**src/rtl/ffe_ntap.sv**
```systemverilog
// ffe_ntap: N-tap FIR feed-forward equaliser using one shared multiplier, one tap per cycle.
// Define FFE_NTAP_SAT_EN to saturate out-of-range results instead of wrapping them.
module ffe_ntap #(
  parameter int WIDTH  = 12,
  parameter int COEF_W = 12,
  parameter int FRAC   = 6,
  parameter int TAPS   = 4
) (
  input  logic                        clk,
  input  logic                        rst,
  input  logic                        in_valid,
  output logic                        in_ready,
  input  logic signed [WIDTH-1:0]     in_data,
  input  logic                        coef_we,
  input  logic [$clog2(TAPS)-1:0]     coef_addr,
  input  logic signed [COEF_W-1:0]    coef_wdata,
  output logic signed [WIDTH-1:0]     out_data,
  output logic                        out_valid
);

  localparam int AW    = $clog2(TAPS);
  localparam int PW    = WIDTH + COEF_W;
  localparam int ACC_W = PW + AW;

  localparam logic [1:0] IDLE = 2'd0;
  localparam logic [1:0] MAC  = 2'd1;
  localparam logic [1:0] OUT  = 2'd2;

  logic [1:0]               state_q, state_d;
  logic [AW-1:0]            tap_q, tap_d;
  logic signed [ACC_W-1:0]  acc_q, acc_d;
  logic signed [WIDTH-1:0]  out_q, out_d;
  logic signed [WIDTH-1:0]  x_q [TAPS];
  logic signed [WIDTH-1:0]  x_d [TAPS];
  logic signed [COEF_W-1:0] h_q [TAPS];
  logic signed [COEF_W-1:0] h_d [TAPS];

  logic signed [PW-1:0]     prod;
  logic signed [ACC_W-1:0]  macSum;
  logic signed [WIDTH-1:0]  result;
  logic                     addrOk;

  // x_q[0] is the newest sample, so tap k pairs h[k] with x[n-k].
  assign prod     = PW'(x_q[tap_q]) * PW'(h_q[tap_q]);
  assign macSum   = acc_q + ACC_W'(prod);
  assign addrOk   = ({1'b0, coef_addr} < (AW + 1)'(TAPS));
  assign in_ready = (state_q == IDLE);
  assign out_valid = (state_q == OUT);
  assign out_data = out_q;

`ifdef FFE_NTAP_SAT_EN
  localparam logic signed [ACC_W-1:0] SAT_MAX = ACC_W'((2 ** (WIDTH - 1)) - 1);
  localparam logic signed [ACC_W-1:0] SAT_MIN = ~SAT_MAX;

  logic signed [ACC_W-1:0] shifted;

  always_comb begin
    shifted = macSum >>> FRAC;
    if (shifted > SAT_MAX) begin
      result = SAT_MAX[WIDTH-1:0];
    end else if (shifted < SAT_MIN) begin
      result = SAT_MIN[WIDTH-1:0];
    end else begin
      result = shifted[WIDTH-1:0];
    end
  end
`else
  always_comb begin
    result = WIDTH'(macSum >>> FRAC);
  end
`endif

  always_comb begin
    state_d = state_q;
    tap_d   = tap_q;
    acc_d   = acc_q;
    out_d   = out_q;
    x_d     = x_q;
    h_d     = h_q;
    case (state_q)
      IDLE: begin
        // The write lands before the MAC reads it, so a same-cycle sample sees the new tap.
        if (coef_we && addrOk) begin
          h_d[coef_addr] = coef_wdata;
        end
        if (in_valid) begin
          x_d[0] = in_data;
          for (int k = 1; k < TAPS; k++) begin
            x_d[k] = x_q[k-1];
          end
          acc_d   = '0;
          tap_d   = '0;
          state_d = MAC;
        end
      end
      MAC: begin
        acc_d = macSum;
        tap_d = tap_q + 1'b1;
        if (tap_q == AW'(TAPS - 1)) begin
          out_d   = result;
          state_d = OUT;
        end
      end
      OUT: begin
        state_d = IDLE;
      end
      default: begin
        state_d = IDLE;
      end
    endcase
  end

  always_ff @(posedge clk) begin
    if (rst) begin
      state_q <= IDLE;
      tap_q   <= '0;
      acc_q   <= '0;
      out_q   <= '0;
      for (int k = 0; k < TAPS; k++) begin
        x_q[k] <= '0;
        h_q[k] <= '0;
      end
      h_q[0] <= COEF_W'(1 << FRAC);
    end else begin
      state_q <= state_d;
      tap_q   <= tap_d;
      acc_q   <= acc_d;
      out_q   <= out_d;
      x_q     <= x_d;
      h_q     <= h_d;
    end
  end

endmodule

```
**config.mk**
```make
export PLATFORM = sky130hd
export DESIGN_NAME = ffe_ntap
export DESIGN_NICKNAME = d
export VERILOG_FILES = /design/src/rtl/ffe_ntap.sv
export SDC_FILE = /design/constraint.sdc
export NUM_CORES = 1
export LEC_CHECK = 0
export ABC_CLOCK_PERIOD_IN_PS = 8900
export CORE_MARGIN = 5
export CORE_UTILIZATION = 60
export CTS_CLUSTER_DIAMETER = 50
export DETAILED_ROUTE_END_ITERATION = 16
export HOLD_SLACK_MARGIN = 0.05
export PLACE_DENSITY = 0.83
export SLEW_MARGIN = 15
export SYNTH_ARGS = -nofsm -noshare
export SYNTH_HDL_FRONTEND = slang
export SYNTH_SLANG_ARGS = --single-unit
```
**constraint.sdc**
```tcl
create_clock -name clk -period 8.9 [get_ports clk]
set_input_delay 1.78 -clock clk [delete_from_list [all_inputs] [get_ports clk]]
set_output_delay 1.78 -clock clk [all_outputs]
set_load 0.03 [all_outputs]
```
# Yosys cells after proc, flatten, opt, wreduce, memory -nomap -nowiden
# Cells that the tools add are included.
# W data, S select, Z words.
# word_totals
wordCells,49
output_inout_bits,14
regBits,138
input_bits,30
# op_classes
eq_ne,5
bitwise_logic,2
reduce_logical,8
multipliers,1
magnitude_cmp,3
addsub,2
mux,16
# op_table
cell,n
$mux W12,5
$pmux W26 S2,1
$bmux W12 S2,2
$bwmux W48,1
$add A26 B24 Y26,1
$mux W26,1
$demux W12 S2,1
$mul A12 B12 Y24,1
$reduce_and A2 Y1,5
$pmux W2 S2,2
$ge A3 B3 Y1 const B,2
$mux W2,3
$not A2 Y3,2
$eq A2 B2 Y1 const B,2
$ne A2 B2 Y1 const B,2
$lt A3 B1 Y1 const B,1
$add A2 B1 Y2 const B,1
$eq A2 B1 Y1 const B,1
$logic_not A2 Y1,1
$reduce_bool A2 Y1,1
$logic_and A1 B1 Y1,1

# Depth between registers and ports, before layout
# logic_depth
depth_word,7
depth_mapped,26
depth_no_buf,22

# Worst setup path after synthesis
# No wires, ideal clock.
# synth_path
path_type,reg-to-reg
from,reg tap_q[1]
to,reg acc_q[16]
required_ns,8.766
path_buffers,4
stages_incl_launch_ff,23
arrival_time_ns,6.322
setup_slack_ns,2.445
cell_sequence,dfxtp_1 > buf_2 > buf_4 > buf_2 > mux4_2 > clkbuf_1 > and2_1 > fa_1 > inv_1 > fa_1 > inv_1 > fa_1 > fa_1 > fa_1 > fa_1 > ha_1 > a21o_1 > a21o_1 > a2111oi_0 > o31ai_1 > xor2_1 > nand2_1 > a21oi_1
# synth_between
elab_chain_len,7
elab_cells_between_ends,10
# synth_lines
element,line,source
from (decl),30,"logic [AW-1:0] tap_q, tap_d;"
from (signal assigned),126,tap_q <= tap_d;
$not A2 Y3 (implied by the code) (*),44,assign prod = PW'(x_q[tap_q]) * PW'(h_q[tap_q]);
$bmux W12 S2,44,
$mux W12 (implied by the code) (2 in series),44,
$mul A12 B12 Y24 (*),44,
$add A26 B24 Y26 (*),45,assign macSum = acc_q + ACC_W'(prod);
$pmux W26 S2 (*),80,case (state_q)
to (signal assigned),117,acc_q <= '0;
to (signal assigned),127,acc_q <= acc_d;
to (decl),31,"logic signed [ACC_W-1:0] acc_q, acc_d;"
# Mark *: on every way between the ends. The rest lies on a longest branch, timed or not. The select of a mux whose other input is x is not followed.
# A chain may end at the register's enable or synchronous reset.

# Worst setup path in the final report
# layout_path
from,reg tap_q[1]
to,reg acc_q[17]
# The elaborated chain is that of the path after synthesis.

==> results.py <==
metrics = {
    "worst_hold_path": {
        "whs_path_depth": 2,
        "hold-path-endpoint": "x_q[4]",
        "hp-start": "x_q[4]",
        "min_path_type": "reg -> reg",
    },
    "worst_setup_path": {
        "r2r-end": "acc_q[17]",
        "worstRegToRegCells": 21,
        "slowest_stage": "dfxtp_1",
        "startpoint_type": "register",
        "critical-path-max-stage-delay_ns": 1.05,
        "critical_path.top_delay_family": "adder cells",
        "crit_chain": "mux4_2, and2_1, fa_1, inv_1, fa_1, inv_1, fa_1, inv_1, fa_1, inv_1, fa_1, ha_1, ha_1, o21ai_0, nor2_1, o41ai_1, o31ai_1, o31ai_1, xnor2_1, nand2_1, a21oi_2",
        "crit_fanout": 21,
        "timing.rr.start": "tap_q[1]",
        "cp.buffers_inverters": 4,
        "end_kind": "register",
        "rrSetupSlack_ns": 1.65,
        "crit_type": "reg -> reg",
        "critPathRequiredTime_ns": 9.25,
        "crit_top_cell": "fa_1",
        "arrival_ns": 7.60,
    },
    "placement": {
        "dpl.cell_count": 1319,
        "place_ws_ns": 1.78,
        "gp_congestion": 0.865,
        "dp_hpwl_mm": 15.8,
        "io_buffer_count": 43,
    },
    "clock_network": {
        "clock-sinks": 130,
        "cts.repair.resized": 0,
        "clk_latency_ns": 0.43,
        "clk_pin_slew_worst_paths_ns": 0.06,
        "cts_tree": "yes",
        "ctsLongestPathBuffers": 2,
        "cts_setup_buffers": 0,
        "root_buffer": "clkbuf_16",
        "numCtsBuffers": 17,
        "htreeDepth": 4,
        "hold_buffers": 0,
    },
    "timing": {
        "max_slew_margin_pct": 26.2,
        "worst_pin_slew_ns": 1.11,
        "rsz0062_at_grt": "false",
        "fin_setup_tns_ns": 0,
        "hold_viol": 0,
        "timing.final.crit_share_pct": 81.4,
        "period_minus_slack_ns": 7.25,
        "whs_ns": 0.454,
        "fin_skew_ns": 0.0124,
        "setup_viol": 0,
        "final_max_slew_viol_count": 0,
        "timing.fmax_mhz": 138,
        "fin_ws_ns": 1.65,
    },
    "logic_synthesis": {
        "synth_seq_cells": 130,
        "synth-main-ff-cell": "dfxtp_1",
        "synthAdderAreaFrac_pct": 29.8,
        "synth_edf_count": 0,
        "post-synth-top-area-cell": "dfxtp_1",
        "yosys.area.top_type_share_pct": 26.6,
        "synth_mux_area_share_pct": 6.91,
        "mappedNetlistNets": 1311,
        "synthTopCellsByArea": "dfxtp_1 27%, fa_1 23%, nand2_1 11%",
        "synth-simple-area-share_pct": 18.0,
        "synth_top_family_by_area": "adder cells",
        "seq_area_frac_synth_pct": 26.6,
        "synthCells": 1115,
        "postSynth.asyncResetShare_pct": 0,
        "synth_xor_area_share_pct": 2.81,
        "synth.distinct_cells": 41,
        "synth_compound_area_share_pct": 7.72,
        "avgSynthCellArea_um2": 8.77,
        "ys.warnings.count": 0,
        "syn_area_um2": 9780,
    },
    "floorplan": {
        "die_area_um2": 19000,
        "start_util_pct": 61.4,
        "die_h_um": 138,
        "die_w_um": 138,
        "pin_count": 44,
        "core_area_um2": 15900,
        "row_count": 46,
    },
    "route": {
        "wl_mm": 22.2,
        "routedWlPerCell_um": 16.5,
        "ant_nets": 0,
        "vias": 7531,
        "routed_via_density": 5.57,
        "drt_iter0_markers": 541,
        "drc_errors": 0,
        "drt_pass1_iterations": 5,
    },
    "layout": {
        "synthToLayoutAreaGrowth_pct": 10.9,
        "final_core_util_pct": 68.1,
        "nFillCells": 1236,
        "nets": 1318,
        "seq_area_um2": 2600,
        "multi_input_area_um2": 6400,
        "n_antenna_cell": 0,
        "layout.cells.non_filler": 1351,
        "drive_gt1_share_pct": 5.73,
    },
    "power": {
        "p_leak_nw": 4.78,
        "p_per_area_nw_per_um2": 143,
        "ir_drop_v": 0.000180,
    },
    "global_routing": {
        "grt_usage_pct": 25.2,
        "grt_start_max_net_pins": 83,
        "grt_pass1_vias": 7796,
        "grt_pass1_wl_mm": 37.5,
        "overflow": 0,
        "antenna_found_initial": 0,
    },
    "job": {
        "cap_viol_max_count": 0,
    },
    "run_status": {
        "outcome": "finished clean",
    },
}
## metrics by stage
| step | area [um2] | power, mW |
|---|---|---|
| after CTS | 10900 | 1.55 |
| after global placement | 10300 | 0.861 |
| after global routing | 10900 | 1.61 |
| after floorplan | 9780 | 0.797 |
| after detailed placement | 10300 | 0.868 |
| final | 10900 | 1.55 |
## worst max path at each step
stage / slack (ns) / to / depth (start not counted) / start
floorplan: 2.44 / acc_q[16] / 22 / tap_q[1]
finish: 1.65 / acc_q[17] / 21 / tap_q[1]
global placement: 1.97 / acc_q[16] / 17 / tap_q[1]
global route: 1.32 / out_data[11] / 22 / tap_q[1]
detailed placement: 1.78 / out_data[10] / 17 / tap_q[1]
CTS: 1.72 / acc_q[17] / 21 / tap_q[1]
## routing by layer
layer / GRT usage (%) / part of all wire, % / up-vias / wire (um)
met5: 0 / 0 / - / 0
met4: 9.55 / 2.9 / 0 / 644
met3: 5.08 / 6.1 / 49 / 1350
met2: 43.2 / 51 / 254 / 11300
met1: 31.6 / 40 / 3713 / 8930
li1: - / - / 3515 / -
## flip-flops by register name, summed over array words and instances (netlist names)
name	cells
acc_q	18
h_q	48
out_data	12
state_q	2
tap_q	2
x_q	48
## placed cells by master, fill, tap and decap left out, types with 8 or more instances in the layout
| master | Yosys | routed |
|---|---|---|
| a21oi_1 | 122 | 122 |
| ha_1 | 54 | 54 |
| buf_4 | 1 | 8 |
| and2_1 | 60 | 60 |
| fa_1 | 112 | 112 |
| dfxtp_1 | 130 | 130 |
| inv_1 | 140 | 140 |
| xnor2_1 | 21 | 21 |
| mux4_2 | 20 | 20 |
| nor2_1 | 29 | 29 |
| nand3_1 | 19 | 19 |
| clkbuf_16 | 0 | 17 |
| nand2_1 | 282 | 281 |
| mux2i_1 | 12 | 12 |
| clkdlybuf4s50_1 | 0 | 42 |
## tightest hold or removal path, cell delays in order, from the launching register on
cell and delay [ns]:
dfxtp_1 0.31, nand2_1 0.05, a21oi_1 0.05
## cell usage after synthesis, drive strengths merged (2+ instances only)
cell and n:
inv 140, nor2b 6, o21ai 5, nor3 2, and2 62, buf 10
a21oi 123, nand2b 6, nand3 19, fa 112, o31ai 3, nand2 283
a211oi 2, dfxtp 130, ha 54, a21o 4, xnor2 22, nor2 29
mux4 24, mux2i 12, xor2 6, clkbuf 52
## cells by family after synthesis
kind of cell,after synthesis
mux,36
buf+inv,202
compound gates,142
simple gates,410
flops,130
xor+xnor,29
fa+ha+maj,166
## area by class of cell
class | instances | share of cell area [%]
Clock buffer | 20 | 4.12
Sequential cell | 130 | 24.0
Inverter | 140 | 4.84
Tap cell | 216 | 2.49
Timing Repair Buffer | 50 | 4.43
Multi-Input combinational cell | 783 | 58.9
Clock inverter | 12 | 1.22
## report_power, final
group / switching [mW] / internal, mW
Sequential: 0.0127 / 0.599
Combinational: 0.154 / 0.0928
Clock: 0.270 / 0.420
Power figures use the tool's default switching activity.
